$ cat src/rtl/wb_core_arbiter.sv
// Two-to-one Wishbone B4 pipelined arbiter: fetch and LSU masters share one bus port.
// Ownership is held for a whole bus cycle; outstanding requests are tracked per owner.
module wb_core_arbiter #(
  parameter int ADDR_W    = 32,
  parameter int DATA_W    = 32,
  parameter int MAX_OUTST = 4
) (
  input  logic                clk_i,
  input  logic                rstn_i,
  input  logic                if_cyc_i,
  input  logic                if_stb_i,
  input  logic                if_we_i,
  input  logic [ADDR_W-1:0]   if_adr_i,
  input  logic [DATA_W/8-1:0] if_sel_i,
  input  logic [DATA_W-1:0]   if_dat_i,
  output logic [DATA_W-1:0]   if_dat_o,
  output logic                if_ack_o,
  output logic                if_err_o,
  output logic                if_stall_o,
  input  logic                lsu_cyc_i,
  input  logic                lsu_stb_i,
  input  logic                lsu_we_i,
  input  logic [ADDR_W-1:0]   lsu_adr_i,
  input  logic [DATA_W/8-1:0] lsu_sel_i,
  input  logic [DATA_W-1:0]   lsu_dat_i,
  output logic [DATA_W-1:0]   lsu_dat_o,
  output logic                lsu_ack_o,
  output logic                lsu_err_o,
  output logic                lsu_stall_o,
  output logic                s_cyc_o,
  output logic                s_stb_o,
  output logic                s_we_o,
  output logic [ADDR_W-1:0]   s_adr_o,
  output logic [DATA_W/8-1:0] s_sel_o,
  output logic [DATA_W-1:0]   s_dat_o,
  input  logic [DATA_W-1:0]   s_dat_i,
  input  logic                s_ack_i,
  input  logic                s_err_i,
  input  logic                s_stall_i
);

  localparam int CNT_W = $clog2(MAX_OUTST + 1);
  localparam logic [CNT_W-1:0] C_MAX = CNT_W'(MAX_OUTST);

  typedef enum logic [1:0] {IDLE, GNT_IF, GNT_LSU} state_t;

  state_t           r_state;
  state_t           w_next;
  logic             r_last;   // 1: LSU was granted most recently
  logic [CNT_W-1:0] r_outst;

  logic w_own_cyc;
  logic w_own_stb;
  logic w_full;
  logic w_arb;
  logic w_resp_ok;
  logic w_inc;
  logic w_dec;

  function automatic logic [CNT_W-1:0] f_next_outst(input logic [CNT_W-1:0] cur,
                                                    input logic inc, input logic dec);
    if (inc && !dec)
      return cur + CNT_W'(1);
    else if (dec && !inc && cur != '0)
      return cur - CNT_W'(1);
    return cur;
  endfunction

  always_comb begin
    w_own_cyc = 1'b0;
    w_own_stb = 1'b0;
    s_we_o    = 1'b0;
    s_adr_o   = '0;
    s_sel_o   = '0;
    s_dat_o   = '0;
    case (r_state)
      GNT_IF: begin
        w_own_cyc = if_cyc_i;
        w_own_stb = if_stb_i;
        s_we_o    = if_we_i;
        s_adr_o   = if_adr_i;
        s_sel_o   = if_sel_i;
        s_dat_o   = if_dat_i;
      end
      GNT_LSU: begin
        w_own_cyc = lsu_cyc_i;
        w_own_stb = lsu_stb_i;
        s_we_o    = lsu_we_i;
        s_adr_o   = lsu_adr_i;
        s_sel_o   = lsu_sel_i;
        s_dat_o   = lsu_dat_i;
      end
      default: ;
    endcase
  end

  assign w_full  = (r_outst == C_MAX);
  assign s_cyc_o = w_own_cyc;
  assign s_stb_o = w_own_cyc & w_own_stb & ~w_full;

  // Responses with nothing outstanding (late acks after an abort) are dropped.
  assign w_resp_ok = s_cyc_o & (r_outst != '0);
  assign w_inc     = s_stb_o & ~s_stall_i;
  assign w_dec     = (s_ack_i | s_err_i) & w_resp_ok;

  assign if_dat_o    = s_dat_i;
  assign lsu_dat_o   = s_dat_i;
  assign if_ack_o    = (r_state == GNT_IF)  & s_ack_i & w_resp_ok;
  assign if_err_o    = (r_state == GNT_IF)  & s_err_i & w_resp_ok;
  assign lsu_ack_o   = (r_state == GNT_LSU) & s_ack_i & w_resp_ok;
  assign lsu_err_o   = (r_state == GNT_LSU) & s_err_i & w_resp_ok;
  assign if_stall_o  = (r_state == GNT_IF)  ? (s_stall_i | w_full) : 1'b1;
  assign lsu_stall_o = (r_state == GNT_LSU) ? (s_stall_i | w_full) : 1'b1;

  // Arbitrate in IDLE or whenever the current owner has released cyc.
  assign w_arb = ~w_own_cyc;

  always_comb begin
    w_next = r_state;
    if (w_arb) begin
      case ({if_cyc_i, lsu_cyc_i})
        2'b10:   w_next = GNT_IF;
        2'b01:   w_next = GNT_LSU;
        2'b11:   w_next = r_last ? GNT_IF : GNT_LSU;
        default: w_next = IDLE;
      endcase
    end
  end

  always_ff @(posedge clk_i or negedge rstn_i) begin
    if (!rstn_i) begin
      r_state <= IDLE;
      r_last  <= 1'b1;
      r_outst <= '0;
    end else begin
      r_state <= w_next;
      if (w_arb) begin
        r_outst <= '0;
        if (w_next == GNT_IF)
          r_last <= 1'b0;
        else if (w_next == GNT_LSU)
          r_last <= 1'b1;
      end else begin
        r_outst <= f_next_outst(r_outst, w_inc, w_dec);
      end
    end
  end

endmodule

$ cat config.mk
export PLATFORM = sky130hd
export DESIGN_NAME = wb_core_arbiter
export DESIGN_NICKNAME = d
export VERILOG_FILES = /design/src/rtl/wb_core_arbiter.sv
export SDC_FILE = /design/constraint.sdc
export NUM_CORES = 1
export LEC_CHECK = 0
export CAP_MARGIN = 15
export CORE_AREA = 2 2 125 127
export DETAILED_ROUTE_END_ITERATION = 6
export DIE_AREA = 0 0 127 129
export DONT_BUFFER_PORTS = 1
export GPL_ROUTABILITY_DRIVEN = 0
export HOLD_SLACK_MARGIN = 0.15
export PLACE_DENSITY = 0.3
export REMOVE_ABC_BUFFERS = 1
export SLEW_MARGIN = 15
export SYNTH_ARGS = -nofsm -noshare
export SYNTH_HDL_FRONTEND = slang
export SYNTH_SLANG_ARGS = --single-unit
$ cat constraint.sdc
create_clock -name clk_i -period 2.98 [get_ports clk_i]
set_clock_uncertainty 0.2 [all_clocks]
set_input_delay 0.596 -clock clk_i [delete_from_list [all_inputs] [get_ports clk_i]]
set_output_delay 0.596 -clock clk_i [all_outputs]
set_load 0.005 [all_outputs]
==> results.sh, run 1 <==
export IMPL_outcome="completed"
export IMPL_die_w_um=127
export IMPL_cp_slowest_stage_delay_ps=450
export IMPL_global_route_overflow_total=0
export IMPL_holdWs_ps=308
export IMPL_detail_route_antenna_nets=0
export IMPL_vias_per_cell=4.96
export IMPL_floorplan_rows=45
export IMPL_path_cells="inv_1, ha_2, buf_6, a22oi_1, nor2_1"
export IMPL_placedInstanceArea_um2=1600
export IMPL_syn_inst_count=303
export IMPL_worst_setup_path_start="r_state[1]"
export IMPL_timing_critical_path_required_ps=2180
export IMPL_i_o_pin_cnt=320
export IMPL_timing_final_hold_violations=0
export IMPL_cts_setup_buffers=0
export IMPL_finalMaxSlewViolations=0
export IMPL_syn_area_per_cell_um2=6.30
export IMPL_hold_path_class="reg -> reg"
export IMPL_fin_crit_share=0.923
export IMPL_drt_first_iter_violations=178
export IMPL_synth_adder_area_share=0.0302
export IMPL_cts_htree_levels=1
export IMPL_worstMarginPinSlew_ps=728
export IMPL_power_leakage_uw=0.000569
export IMPL_timing_slew_headroom=0.515
export IMPL_worst_path_max_delay_cell="sky130_fd_sc_hd__buf_6"
export IMPL_die_y_um=129
export IMPL_pre_cts_ws_ps=248
export IMPL_vias_post_dr=2039
export IMPL_maxClockFrequency_ghz=0.364
export IMPL_final_design_area_no_fill_um2=1700
export IMPL_clock_sinks=6
export IMPL_setup_slack_ps=230
export IMPL_syn_to_final_growth_pct=-11.1
export IMPL_remaining_drc_errors=0
export IMPL_layout_cells_most_common_list="78 x sky130_fd_sc_hd__nor2_1, 71 x sky130_fd_sc_hd__a22oi_1, 10 x sky130_fd_sc_hd__a21oi_1, 7 x sky130_fd_sc_hd__inv_1, 7 x sky130_fd_sc_hd__nand2_1"
export IMPL_vdd_ir_drop_max_uv=533
export IMPL_stdcell_count=411
export IMPL_clkLatencyLatePin_ps=230
export IMPL_grt_total_usage=0.137
export IMPL_period_needed_ps=2750
export IMPL_clkTransAtPathRegs_ps=30
export IMPL_post_dp_hpwl_mm=10.6
export IMPL_synthXorXnorAreaFrac=0
export IMPL_pin_count_of_the_biggest_net_entering_global_routing=72
export IMPL_drt_pass1_iterations=4
export IMPL_starting_density=0.127
export IMPL_design_die_area_um2=16400
export IMPL_cts_root_buffer="sky130_fd_sc_hd__clkbuf_16"
export IMPL_floorplan_core_area_um2=15000
export IMPL_synth_yosys_seq_area_share=0.0793
export IMPL_avgRoutedWirePerCell_um=30.9
export IMPL_endpoint_kind="output pin"
export IMPL_synth_top_family_by_area="compound AO/OA/AOI/OAI gates"
export IMPL_rsz0062_at_grt="false"
export IMPL_timing_setup_critical_path_class="reg -> out"
export IMPL_largest_fanout_on_the_critical_path=71
export IMPL_syn_cell_area_um2=1910
export IMPL_antenna_found_initial=2
export IMPL_drt_wl_total_mm=12.7
export IMPL_port_buffers=0
export IMPL_power_density_nw_per_um2=833
export IMPL_post_synth_mux_area_share=0
export IMPL_postSynthRegisterBits=6
export IMPL_synthSimpleGateAreaFrac=0.218
export IMPL_grt_first_pass_wirelength_mm=15.2
export IMPL_placed_cells=405
export IMPL_drive_gt1_frac=0.0586
export IMPL_clk_path_buf_depth=2
export IMPL_startpoint_type="flop"
export IMPL_synth_lib_cells_used_distinct=30
export IMPL_design_final_nets=406
export IMPL_number_of_buffers_created_by_cts=3
export IMPL_holdCritStartpoint="r_last"
export IMPL_synth_compound_area_frac=0.352
export IMPL_mostFrequentLayoutCell="sky130_fd_sc_hd__nor2_1"
export IMPL_synth_warning_count=0
export IMPL_number_of_global_route_vias_before_repair=1804
export IMPL_max_cap_viol_count=0
export IMPL_setup_tns_final_ps=0
export IMPL_reg2reg_from="r_state[0]"
export IMPL_finalSetupViolCount=0
export IMPL_worstPathArrival_ps=1950
export IMPL_tritoncts="built"
## power breakdown
| part | internal (uW) | leakage (uW) | switching [uW] | total [uW] |
|---|---|---|---|---|
| Combinational | 295 | 0.000454 | 764 | 1060 |
| Clock | 178 | 0.0000382 | 51.0 | 229 |
| Sequential | 106 | 0.0000768 | 18.8 | 125 |
| Total | 579 | 0.000569 | 834 | 1410 |
## area by class of cell
| cell class | count | area (um2) |
|---|---|---|
| Multi-Input combinational cell | 199 | 1150 |
| Fill cell | 1755 | 13300 |
| Inverter | 8 | 30.0 |
| Tap cell | 188 | 235 |
| Timing Repair Buffer | 5 | 47.5 |
| Clock buffer | 4 | 78.8 |
| Sequential cell | 6 | 151 |
| Antenna cell | 1 | 2.50 |
## metal layers
| layer | up-vias | track usage | part of all wire |
|---|---|---|---|
| met5 | - | 0.0353 | 0.0055 |
| met4 | 4 | 0.0220 | 0.012 |
| met3 | 11 | 0.144 | 0.22 |
| met2 | 240 | 0.167 | 0.36 |
| met1 | 942 | 0.163 | 0.40 |
| li1 | 842 | - | - |
## critical path, delay by kind of cell (launching register included)
family	cells	cell delay [ps]
AO/OA/AOI/OAI	1	190
adder cells (fa/ha/maj)	1	230
buffers and inverters	2	530
flip-flops	1	370
AND/OR/NAND/NOR	1	370
## sequential cells by signal, indices dropped and copies added (netlist names)
register / count
r_last: 1
r_outst: 3
r_state: 2
## cell usage after synthesis
master / number / area (um2)
sky130_fd_sc_hd__ha_1: 3 / 37.5
sky130_fd_sc_hd__clkbuf_1: 15 / 56.3
sky130_fd_sc_hd__a22o_2: 1 / 10.0
sky130_fd_sc_hd__nand2_1: 7 / 26.3
sky130_fd_sc_hd__nand4_1: 2 / 12.5
sky130_fd_sc_hd__inv_1: 7 / 26.3
sky130_fd_sc_hd__buf_2: 3 / 15.0
sky130_fd_sc_hd__or3_1: 1 / 6.26
sky130_fd_sc_hd__o21ai_0: 6 / 30.0
sky130_fd_sc_hd__a22oi_1: 71 / 533
sky130_fd_sc_hd__nand3_1: 1 / 5.00
sky130_fd_sc_hd__nor2_1: 78 / 293
sky130_fd_sc_hd__fa_1: 1 / 20.0
sky130_fd_sc_hd__or2_4: 1 / 8.76
sky130_fd_sc_hd__o2111ai_1: 1 / 8.76
sky130_fd_sc_hd__or2_1: 1 / 6.26
sky130_fd_sc_hd__o31a_1: 1 / 8.76
sky130_fd_sc_hd__a32oi_1: 1 / 8.76
sky130_fd_sc_hd__a21oi_1: 10 / 50.1
sky130_fd_sc_hd__dfrtp_1: 5 / 125
sky130_fd_sc_hd__o21a_1: 1 / 7.51
sky130_fd_sc_hd__buf_1: 8 / 30.0
sky130_fd_sc_hd__a211oi_1: 1 / 7.51
sky130_fd_sc_hd__buf_4: 64 / 480
sky130_fd_sc_hd__dfstp_2: 1 / 26.3
sky130_fd_sc_hd__o211ai_1: 1 / 7.51
sky130_fd_sc_hd__clkinv_1: 1 / 3.75
sky130_fd_sc_hd__nor3_1: 4 / 20.0
sky130_fd_sc_hd__nand2_2: 1 / 6.26
sky130_fd_sc_hd__and3_1: 5 / 31.3
## kinds of logic after synthesis
group | Yosys count
flops | 6
fa+ha+maj | 4
simple gates | 101
compound gates | 94
buf+inv | 98
## final timing paths
| check | endpoint | slack (ps) | cells past startpoint |
|---|---|---|---|
| setup / recovery | s_dat_o[22] | 230 | 5 |
| hold / removal | r_last | 310 | 2 |
| setup reg to reg | r_outst[2] | 240 | 9 |
| hold reg to reg | r_last | 310 | 2 |
| max in group asynchronous | r_last | 1820 | 1 |
| min in group asynchronous | r_outst[0] | 480 | 1 |
## timing repair
item | in CTS | in global routing
hold buffers | 1 | 0
endpoints found under the setup margin | 0 | 11
endpoints found under the hold margin | 6 | 0
gates resized for setup | 0 | 2
## through the flow
| step | util | total power [uW] |
|---|---|---|
| finish | 0.113 | 1410 |
| detailed placement | 0.107 | 1190 |
| global route | 0.113 | 1550 |
| floorplan | - | 878 |
| CTS | 0.113 | 1430 |
| global placement | 0.107 | 1170 |
Note: power is estimated with default switching activity, not from simulation.
==> run 2: changes to the inputs <==
--- a/config.mk
+++ b/config.mk
@@ -11,6 +11,7 @@
 export DIE_AREA = 0 0 127 129
 export DONT_BUFFER_PORTS = 1
 export GPL_ROUTABILITY_DRIVEN = 0
+export GPL_TIMING_DRIVEN = 0
 export HOLD_SLACK_MARGIN = 0.15
 export PLACE_DENSITY = 0.3
 export REMOVE_ABC_BUFFERS = 1
==> run 2 against run 1 <==
- sequential power increased by 5%
- largest power group unchanged
- hold slack better by 4.7 ps
- final area up 7.9%
- largest cell class unchanged
==> results.sh, run 2 (same netlist as run 1, synthesis figures left out) <==
export IMPL_placedInstanceArea_um2=1590
export IMPL_startpoint_type="flop"
export IMPL_power_sequential_fraction=0.076
export IMPL_syn_to_final_growth_pct=-4.13
export IMPL_finalSetupViolCount=0
export IMPL_number_of_global_route_vias_before_repair=1843
export IMPL_max_cap_viol_count=0
export IMPL_grt_first_pass_wirelength_mm=16.3
export IMPL_cts_htree_levels=1
export IMPL_worst_setup_path_start="r_state[0]"
export IMPL_floorplan_rows=45
export IMPL_hold_path_class="reg -> reg"
export IMPL_design_final_nets=410
export IMPL_r2r_setup_slack_ps=110
export IMPL_period_needed_ps=2870
export IMPL_top_register="r_outst"
export IMPL_remaining_drc_errors=0
export IMPL_timing_critical_path_required_ps=2890
export IMPL_worstMarginPinSlew_ps=519
export IMPL_clock_power_frac=0.128
export IMPL_detail_route_antenna_nets=0
export IMPL_endpoint_kind="flop"
export IMPL_vias_per_cell=5.13
export IMPL_timing_setup_critical_path_class="reg -> reg"
export IMPL_biggestRegsByFlops="r_outst: 3 flops, r_state: 2 flops, r_last: 1 flops"
export IMPL_drt_first_iter_violations=165
export IMPL_setup_tns_final_ps=0
export IMPL_drt_wl_total_mm=14.0
export IMPL_outcome="completed"
export IMPL_finalMaxSlewViolations=0
export IMPL_drt_pass1_iterations=4
export IMPL_i_o_pin_cnt=320
export IMPL_maxClockFrequency_ghz=0.349
export IMPL_power_density_nw_per_um2=944
export IMPL_largest_fanout_on_the_critical_path=19
export IMPL_vias_post_dr=2125
export IMPL_reg2reg_depth=8
export IMPL_layout_cells_most_common_list="78 x sky130_fd_sc_hd__nor2_1, 71 x sky130_fd_sc_hd__a22oi_1, 10 x sky130_fd_sc_hd__a21oi_1, 7 x sky130_fd_sc_hd__inv_1, 7 x sky130_fd_sc_hd__nand2_1"
export IMPL_power_report_internal_total_uw=732
export IMPL_detail_route_wirelength_met1_mm=5.29
export IMPL_critical_path_endpoint="r_outst[2]"
export IMPL_diodes=0
export IMPL_dr_max_layer_used="met5"
export IMPL_floorplan_core_area_um2=15000
export IMPL_routed_length_on_met2_mm=5.31
export IMPL_port_buffers=0
export IMPL_power_share_switching=0.576
export IMPL_tritoncts="built"
export IMPL_clk_path_buf_depth=2
export IMPL_clkLatencyLatePin_ps=220
export IMPL_die_y_um=129
export IMPL_pin_count_of_the_biggest_net_entering_global_routing=38
export IMPL_fin_crit_share=0.962
export IMPL_design_die_area_um2=16400
export IMPL_rsz0062_at_grt="true"
export IMPL_drive_gt1_frac=0.0796
export IMPL_rr_endpoint="r_outst[2]"
export IMPL_clkTransAtPathRegs_ps=40
export IMPL_post_dp_hpwl_mm=10.1
export IMPL_power_leakage_uw=0.000623
export IMPL_timing_final_hold_violations=0
export IMPL_number_of_buffers_created_by_cts=3
export IMPL_stdcell_count=414
export IMPL_largest_register_ff_count=3
export IMPL_combinationalPowerShare=0.796
export IMPL_clock_sinks=6
export IMPL_mostFrequentLayoutCell="sky130_fd_sc_hd__nor2_1"
export IMPL_p_switching_uw=996
export IMPL_worstPathArrival_ps=2770
export IMPL_metal3_wl_mm=3.15
export IMPL_global_route_overflow_total=0
export IMPL_reg2reg_from="r_state[0]"
export IMPL_antenna_found_initial=0
export IMPL_avgRoutedWirePerCell_um=33.9
export IMPL_timing_slew_headroom=0.653
export IMPL_starting_density=0.127
export IMPL_grt_total_usage=0.150
export IMPL_holdWs_ps=313
export IMPL_core_util_final=0.122
export IMPL_vdd_ir_drop_max_uv=515
export IMPL_cts_root_buffer="sky130_fd_sc_hd__clkbuf_16"
export IMPL_die_w_um=127
export IMPL_placed_cells=401
export IMPL_final_design_area_no_fill_um2=1830
[run 2: cell count changes in the layout (fill, tap and decap cells not counted), sizes merged]
cell and delta:
buf +3, clkbuf +1, diode -1
[run 2: cell type report]
class / instances / area, um2
Clock buffer: 4 / 78.8
Fill cell: 1728 / 13100
Inverter: 8 / 30.0
Multi-Input combinational cell: 199 / 1170
Sequential cell: 6 / 151
Tap cell: 188 / 235
Timing Repair Buffer: 9 / 161
[run 2: timing repair]
| item | CTS | global route |
|---|---|---|
| endpoints found under the setup margin | 9 | 2 |
| setup buffers | 6 | 2 |
| pin swaps | 1 | 0 |
| hold endpoints to repair | 6 | 0 |
| gates cloned | 0 | 0 |
| hold buffers | 1 | 0 |
| gates resized for setup | 1 | 0 |
[run 2: how the worst min path moves through the flow]
stage | startpoint | to | slack [ps] | depth (start not counted)
final | r_last | r_last | 310 | 2
after global routing | r_last | r_last | 350 | 2
after CTS | r_last | r_last | 320 | 2
after detailed placement | rstn_i | r_outst[0] | 100 | 0
after global placement | rstn_i | r_outst[0] | 100 | 0
after floorplan | rstn_i | r_outst[0] | 100 | 0
[run 2: metrics by stage]
step,setup slack (ps),total power (uW)
5_1_grt,-9.39,1860
2_1_floorplan,-767,878
3_3_place_gp,-1630,1180
6_report,112,1730
4_1_cts,61.1,1720
3_5_place_dp,-463,1230
[run 2: power by group through the flow]
stage               Combinational, uW  Sequential, uW  Clock (uW)
floorplan                         757             121           0
global placement                 1060             127           0
detailed placement               1100             132           0
CTS                              1370             131         221
global route                     1500             135         228
finish                           1380             131         220
[run 2: critical path: stages, from the launching register on]
cell                      delay [ps]
sky130_fd_sc_hd__dfrtp_1         400
sky130_fd_sc_hd__inv_1            90
sky130_fd_sc_hd__ha_4            450
sky130_fd_sc_hd__or2_4           250
sky130_fd_sc_hd__nor3_1           80
sky130_fd_sc_hd__fa_1            420
sky130_fd_sc_hd__or3_1           400
sky130_fd_sc_hd__and3_1          190
sky130_fd_sc_hd__o31a_1          270
[run 2: metal layers]
metal	track usage	up-vias
li1	-	855
met3	0.166	6
met5	0.0265	-
met2	0.195	244
met4	0.0259	2
met1	0.162	1018
